**src/rtl/run_ctrl.sv**
```systemverilog
// Load/run sequencer: streams bytes into data memory with the core held in reset,
// then releases the core and counts run cycles until done or timeout.
module run_ctrl #(
  parameter logic [7:0]  LOAD_BASE  = 8'h00,
  parameter int unsigned LOAD_LEN   = 64,
  parameter logic [15:0] MAX_CYCLES = 16'hFFFF
) (
  input  logic        clk,
  input  logic        reset,
  input  logic        start,
  input  logic        in_valid,
  input  logic [7:0]  in_data,
  output logic        in_ready,
  output logic        dm_we,
  output logic [7:0]  dm_addr,
  output logic [7:0]  dm_din,
  output logic        core_reset,
  input  logic        core_done,
  output logic        busy,
  output logic        finished,
  output logic        timeout,
  output logic [15:0] cycle_count
);

  typedef enum logic [2:0] {
    S_IDLE    = 3'd0,
    S_LOAD    = 3'd1,
    S_RELEASE = 3'd2,
    S_RUN     = 3'd3,
    S_DONE    = 3'd4,
    S_TOUT    = 3'd5
  } state_t;

  localparam logic [8:0]  LAST_IDX  = 9'(LOAD_LEN - 1);
  localparam logic [16:0] LIMIT_EXT = {1'b0, MAX_CYCLES};

  state_t      state_q, state_d;
  logic [8:0]  cnt_q, cnt_d;
  logic [15:0] cyc_q, cyc_d;

  always_ff @(posedge clk or posedge reset) begin
    if (reset) begin
      state_q <= S_IDLE;
      cnt_q   <= '0;
      cyc_q   <= '0;
    end else begin
      state_q <= state_d;
      cnt_q   <= cnt_d;
      cyc_q   <= cyc_d;
    end
  end

  always_comb begin
    state_d    = state_q;
    cnt_d      = cnt_q;
    cyc_d      = cyc_q;
    in_ready   = 1'b0;
    dm_we      = 1'b0;
    dm_din     = 8'h00;
    core_reset = 1'b1;
    case (state_q)
      S_IDLE, S_DONE, S_TOUT: begin
        if (start) begin
          cnt_d   = '0;
          cyc_d   = '0;
          state_d = (LOAD_LEN == 0) ? S_RELEASE : S_LOAD;
        end
      end
      S_LOAD: begin
        in_ready = 1'b1;
        if (in_valid) begin
          dm_we  = 1'b1;
          dm_din = in_data;
          cnt_d  = cnt_q + 9'd1;
          if (cnt_q == LAST_IDX) state_d = S_RELEASE;
        end
      end
      S_RELEASE: state_d = S_RUN;
      S_RUN: begin
        core_reset = 1'b0;
        if (cyc_q != 16'hFFFF) cyc_d = cyc_q + 16'd1;
        // done takes priority over a coinciding limit
        if (core_done) state_d = S_DONE;
        else if (({1'b0, cyc_q} + 17'd1) >= LIMIT_EXT) state_d = S_TOUT;
      end
      default: state_d = S_IDLE;
    endcase
  end

  assign dm_addr     = LOAD_BASE + cnt_q[7:0];
  assign busy        = (state_q == S_LOAD) || (state_q == S_RELEASE) || (state_q == S_RUN);
  assign finished    = (state_q == S_DONE) || (state_q == S_TOUT);
  assign timeout     = (state_q == S_TOUT);
  assign cycle_count = cyc_q;

endmodule

```
**config.mk**
```make
export PLATFORM = sky130hd
export DESIGN_NAME = run_ctrl
export DESIGN_NICKNAME = d
export VERILOG_FILES = /design/src/rtl/run_ctrl.sv
export SDC_FILE = /design/constraint.sdc
export NUM_CORES = 1
export LEC_CHECK = 0
export BUFFER_PORTS_ARGS = -buffer_cell sky130_fd_sc_hd__clkbuf_2
export CORE_MARGIN = 2
export CORE_UTILIZATION = 56
export CTS_CLUSTER_SIZE = 24
export DETAILED_ROUTE_END_ITERATION = 6
export GPL_ROUTABILITY_DRIVEN = 0
export PLACE_DENSITY = 0.95
export SYNTH_ARGS = -nofsm -noshare
export SYNTH_HDL_FRONTEND = slang
export SYNTH_SLANG_ARGS = --single-unit
```
**constraint.sdc**
```tcl
create_clock -name clk -period 5.5 [get_ports clk]
set_clock_uncertainty 0.15 [all_clocks]
set_input_delay 1.1 -clock clk [delete_from_list [all_inputs] [get_ports clk]]
set_output_delay 1.1 -clock clk [all_outputs]
set_load 0.05 [all_outputs]
```
# Word level (Yosys, flattened, before mapping)

Index checks and enable logic that the tools add are counted.

Add/subtract/negate cells: 3
Order comparisons: 1
Equal/unequal tests: 12
Muxes and demuxes: 18
Reduce and logical (&&, ||, !) cells: 10

Operators by type and width:

| operator                | number |
|---|---|
| $mux W16                | 2 |
| $pmux W16 S2            | 1 |
| $mux W9                 | 2 |
| $pmux W9 S2             | 1 |
| $add A16 B1 Y17 const B | 1 |
| $ge A17 B16 Y1 const B  | 1 |
| $add A16 B1 Y16 const B | 1 |
| $mux W8                 | 2 |
| $ne A16 B16 Y1 const B  | 1 |
| $mux W3                 | 5 |
| $pmux W3 S4             | 1 |
| $add A9 B1 Y9 const B   | 1 |
| $eq A9 B6 Y1 const B    | 1 |
| $ne A2 B2 Y1 const B    | 4 |
| $eq A3 B2 Y1 const B    | 2 |
| $eq A3 B3 Y1 const B    | 2 |
| $reduce_and A3 Y1       | 2 |
| $mux W1                 | 4 |
| $reduce_and A4 Y1       | 1 |
| $reduce_bool A2 Y1      | 2 |
| $eq A3 B1 Y1 const B    | 1 |
| $logic_not A3 Y1        | 1 |
| $logic_or A1 B1 Y1      | 3 |
| $ne A3 B3 Y1 const B    | 1 |
| $reduce_or A3 Y1        | 1 |

Register bits: 28
Bits of input ports: 13
Output and inout bits: 38
Word-level logic and storage cells: 47

# Longest topological paths before layout

Depth after elaboration: 5
Depth in mapped cells: 8

# Least setup slack after synthesis

OpenSTA, ideal clock, no wires.

Kind: input to output
Start point: input in_valid
End point: output dm_din[0]
Data arrival time: 2589 ps
Data required time: 4250 ps
Setup slack: 1661 ps
Stages on the path: 4
Buffers on the path: 1
Path through: nand3b_1 > nor2_1 > clkbuf_1 > and2_1

Cells in the longest elaborated chain, start to end: 2

RTL lines:

| item               | RTL line | source |
|---|---|---|
| start: declaration | 11       | `input logic in_valid,` |
| $mux W8            | 71       | `if (in_valid) begin` |
| $mux W8            | 61       | `case (state_q)` |
| end: declaration   | 16       | `output logic [7:0] dm_din,` |

No other way between the ends.

# Worst setup path after layout

Start point: input in_valid
End point: output dm_din[6]

Same word-level chain as after synthesis.

==> key figures <==
Timing
  – Setup violations, final: 0
  – Min Clock Period, post-route: 3.69 ns
  – Max-Slew Margin vs Limit: 31.0%
  – Worst hold slack: 0.441 ns
  – Period utilization: 67.1%
  – Pins Over Slew Limit: 0
  – F_max: 0.271 GHz
  – Worst-margin pin slew: 1.03 ns
  – Final hold vios: 0
  – Final WS setup: 1.81 ns
  – Setup TNS: 0 ns
  – RSZ-0062 raised after global routing: false

Synthesis
  – Largest family of logic cells by synthesized area: simple AND/OR/NAND/NOR gates
  – Syn Std Cell Area: 0.00185 mm^2
  – Register bit total from synthesis: 28
  – Fraction of the mapped netlist area in compound gates: 15.4%
  – Synth Area in XOR/XNOR: 4.27%
  – Yosys cell types: 47
  – Synth Instances: 213
  – Multiplexer area fraction after synthesis: 0.610%
  – Ys async rst share: 100%
  – Register area share after synthesis: 38.0%
  – Main synth FF type: dfrtp_1
  – Synth Warn #: 0
  – Mean Syn Cell Area: 8.66 um^2
  – Post-Syn Nets: 229
  – Adder-cell share of the synthesized area: 2.03%
  – Number of synthesized flops with an enable pin: 0
  – Synth Area in Simple Gates: 32.5%

Worst setup path
  – CP required: 4.25 ns
  – Crit start category: primary input
  – Crit-path cells: clkbuf_2, nand3b_1, nor2_1, and2_1, clkbuf_2
  – Crit path DAT: 2.44 ns
  – R2R depth: 6
  – Setup CP Type: in -> out
  – Most frequent cell on the critical path: clkbuf_2
  – Slowest CP cell: nor2_1
  – Critical R2R Capture: cycle_count[5]
  – R2R Path Start: cycle_count[0]
  – R2r setup slk: 2.84 ns
  – Crit-path max FO: 15
  – CP Capture Type: output pin
  – Slowest stage delay, CP: 0.60 ns

Clock network
  – Clock Latency Late Sink: 0.34 ns
  – Post CTS Setup Buffer Count: 0
  – Post_cts resized: 0
  – Clock buffer count from CTS: 3
  – Clock Path Buffers: 2
  – CTS Sinks: 28
  – # hold bufs at CTS: 0
  – Clock slew at reported path FFs: 0.15 ns
  – CTS H-tree depth: 1
  – CTS tree: built
  – Clock tree root buffer cell: clkbuf_4

Pwr
  – Combinational Power Share: 52.4%
  – VDD IR max: 0.000336 V
  – Net switching power: 0.472 mW
  – Power Density: 435 mW/mm^2
  – Clock network fraction of design power: 15.0%
  – Int Power: 0.437 mW
  – Seq pwr share: 32.6%
  – Net Sw Frac: 51.9%
  – Power, Total: 0.910 mW
  – Leakage: 0.971 nW

Layout
  – Share of cells above drive strength 1: 24.9%
  – Area grow syn2layout: 13.2%
  – Final Util: 67.3%
  – Non-filler cells, final: 293
  – Fin nets: 266
  – Design area: 0.00209 mm^2
  – Fill cell count: 262
  – ANT cells: 0

Hold path
  – Worst hold stages: 2
  – Worst Hold End: cnt_q[8]
  – HP Class: reg -> reg
  – Hold Path Origin: cnt_q[8]

Die
  – Die area: 0.00377 mm^2
  – Die Height: 61.4 um
  – IO Pins: 51
  – Initial Util: 59.5%
  – Core area: 0.00310 mm^2
  – Row cnt: 20
  – Die W: 61.4 um

Placed design
  – Port bufs: 50
  – Placed instance area: 0.00204 mm^2
  – Pre-CTS setup slack: 1.83 ns
  – Placed insts: 289
  – Final HPWL DP: 3160 um

Routing
  – Via count: 1,762
  – Avg WL per Cell: 14.8 um
  – Drt drc: 0
  – WL final: 4320 um
  – DR iter-0 viols: 169
  – ANT nets after route: 0
  – Drt pass-1 iters: 4
  – Via density per instance: 6.01

Run status
  – Status: completed

GRT
  – Antenna violations before repair: 0
  – Largest net degree at the start of global routing: 29
  – Vias in the first global route: 1,596
  – First-pass GRT wire length: 7100 um
  – GRT Resource Usage Total: 24.9%
  – GR Overflow Total: 0

Flow run
  – Max-cap violations: 0
## worst max path at each step
stage | from | end | slack [ns] | depth (start not counted)
3_5_place_dp | in_valid | dm_din[6] | 1.83 | 5
5_1_grt | in_valid | dm_din[0] | 1.72 | 5
3_3_place_gp | in_valid | dm_din[5] | 1.95 | 5
4_1_cts | in_valid | dm_din[6] | 1.83 | 5
2_1_floorplan | in_valid | dm_din[0] | 1.66 | 4
6_report | in_valid | dm_din[6] | 1.81 | 5
## power groups by stage
stage / clock [mW] / combinational, mW / sequential [mW]
global route: 0.144 / 0.511 / 0.303
global placement: 0 / 0.459 / 0.294
CTS: 0.137 / 0.476 / 0.295
finish: 0.137 / 0.476 / 0.296
detailed placement: 0 / 0.474 / 0.298
floorplan: 0 / 0.393 / 0.301
## placed cells by master, fill, tap and decap left out, drive strengths merged, types with 6 or more instances in the layout
cell	count
a21oi	6
nor4	6
and2	10
nand3	11
dfrtp	28
nand2	13
o21ai	21
nor2	24
nor3	12
clkbuf	53
nand4	10
## final cells by class
| cell class | instances | area, um^2 | area share (%) |
|---|---|---|---|
| sequential | 28 | 701 | 33.5 |
| timing repair buffer | 50 | 250 | 12.0 |
| tap | 44 | 55.1 | 2.63 |
| inverter | 5 | 18.8 | 0.898 |
| clock inverter | 1 | 30.0 | 1.44 |
| multi-input combinational | 162 | 1010 | 48.4 |
| clock buffer | 3 | 22.5 | 1.08 |
## flip-flops by register name, summed over array words and instances (netlist names)
register / cells
cnt_q: 9
state_q: 3
cycle_count: 16
## synthesized netlist by cell type, types with 5 or more instances
| master | instances | share of area [%] |
|---|---|---|
| nand2_1 | 13 | 2.6 |
| buf_4 | 9 | 3.7 |
| dfrtp_1 | 28 | 38 |
| nor2_1 | 24 | 4.9 |
| o21ai_0 | 17 | 4.6 |
| xor2_1 | 5 | 2.4 |
| and2_1 | 10 | 3.4 |
| nand4_1 | 8 | 2.7 |
| o31ai_1 | 5 | 2.0 |
| inv_1 | 5 | 1.0 |
| nor3_1 | 12 | 3.3 |
| a21oi_1 | 6 | 1.6 |
| nand3_1 | 10 | 2.7 |
## worst max-delay path: cells and delay by family
kind                   cells  cell delay [ns]
buffers and inverters      2             0.36
AND/OR/NAND/NOR            3             0.97
## layer usage
layer	routed length [um]	vias up	GRT usage, %	share of wire, %
li1	-	837	-	-
met1	1860	824	35.1	43
met2	2120	92	39.7	49
met3	272	9	1.26	6.3
met4	77	0	11.9	1.8
met5	0	-	0	0
## kinds of logic after synthesis
group / count (synthesis)
adders and majority gates: 3
xor gates and xnor gates: 9
AOI/OAI and AO/OA: 45
muxes: 1
DFF: 28
buffers and inverters: 23
and+or+nand+nor: 104
Note: power is estimated with default switching activity, not from simulation.
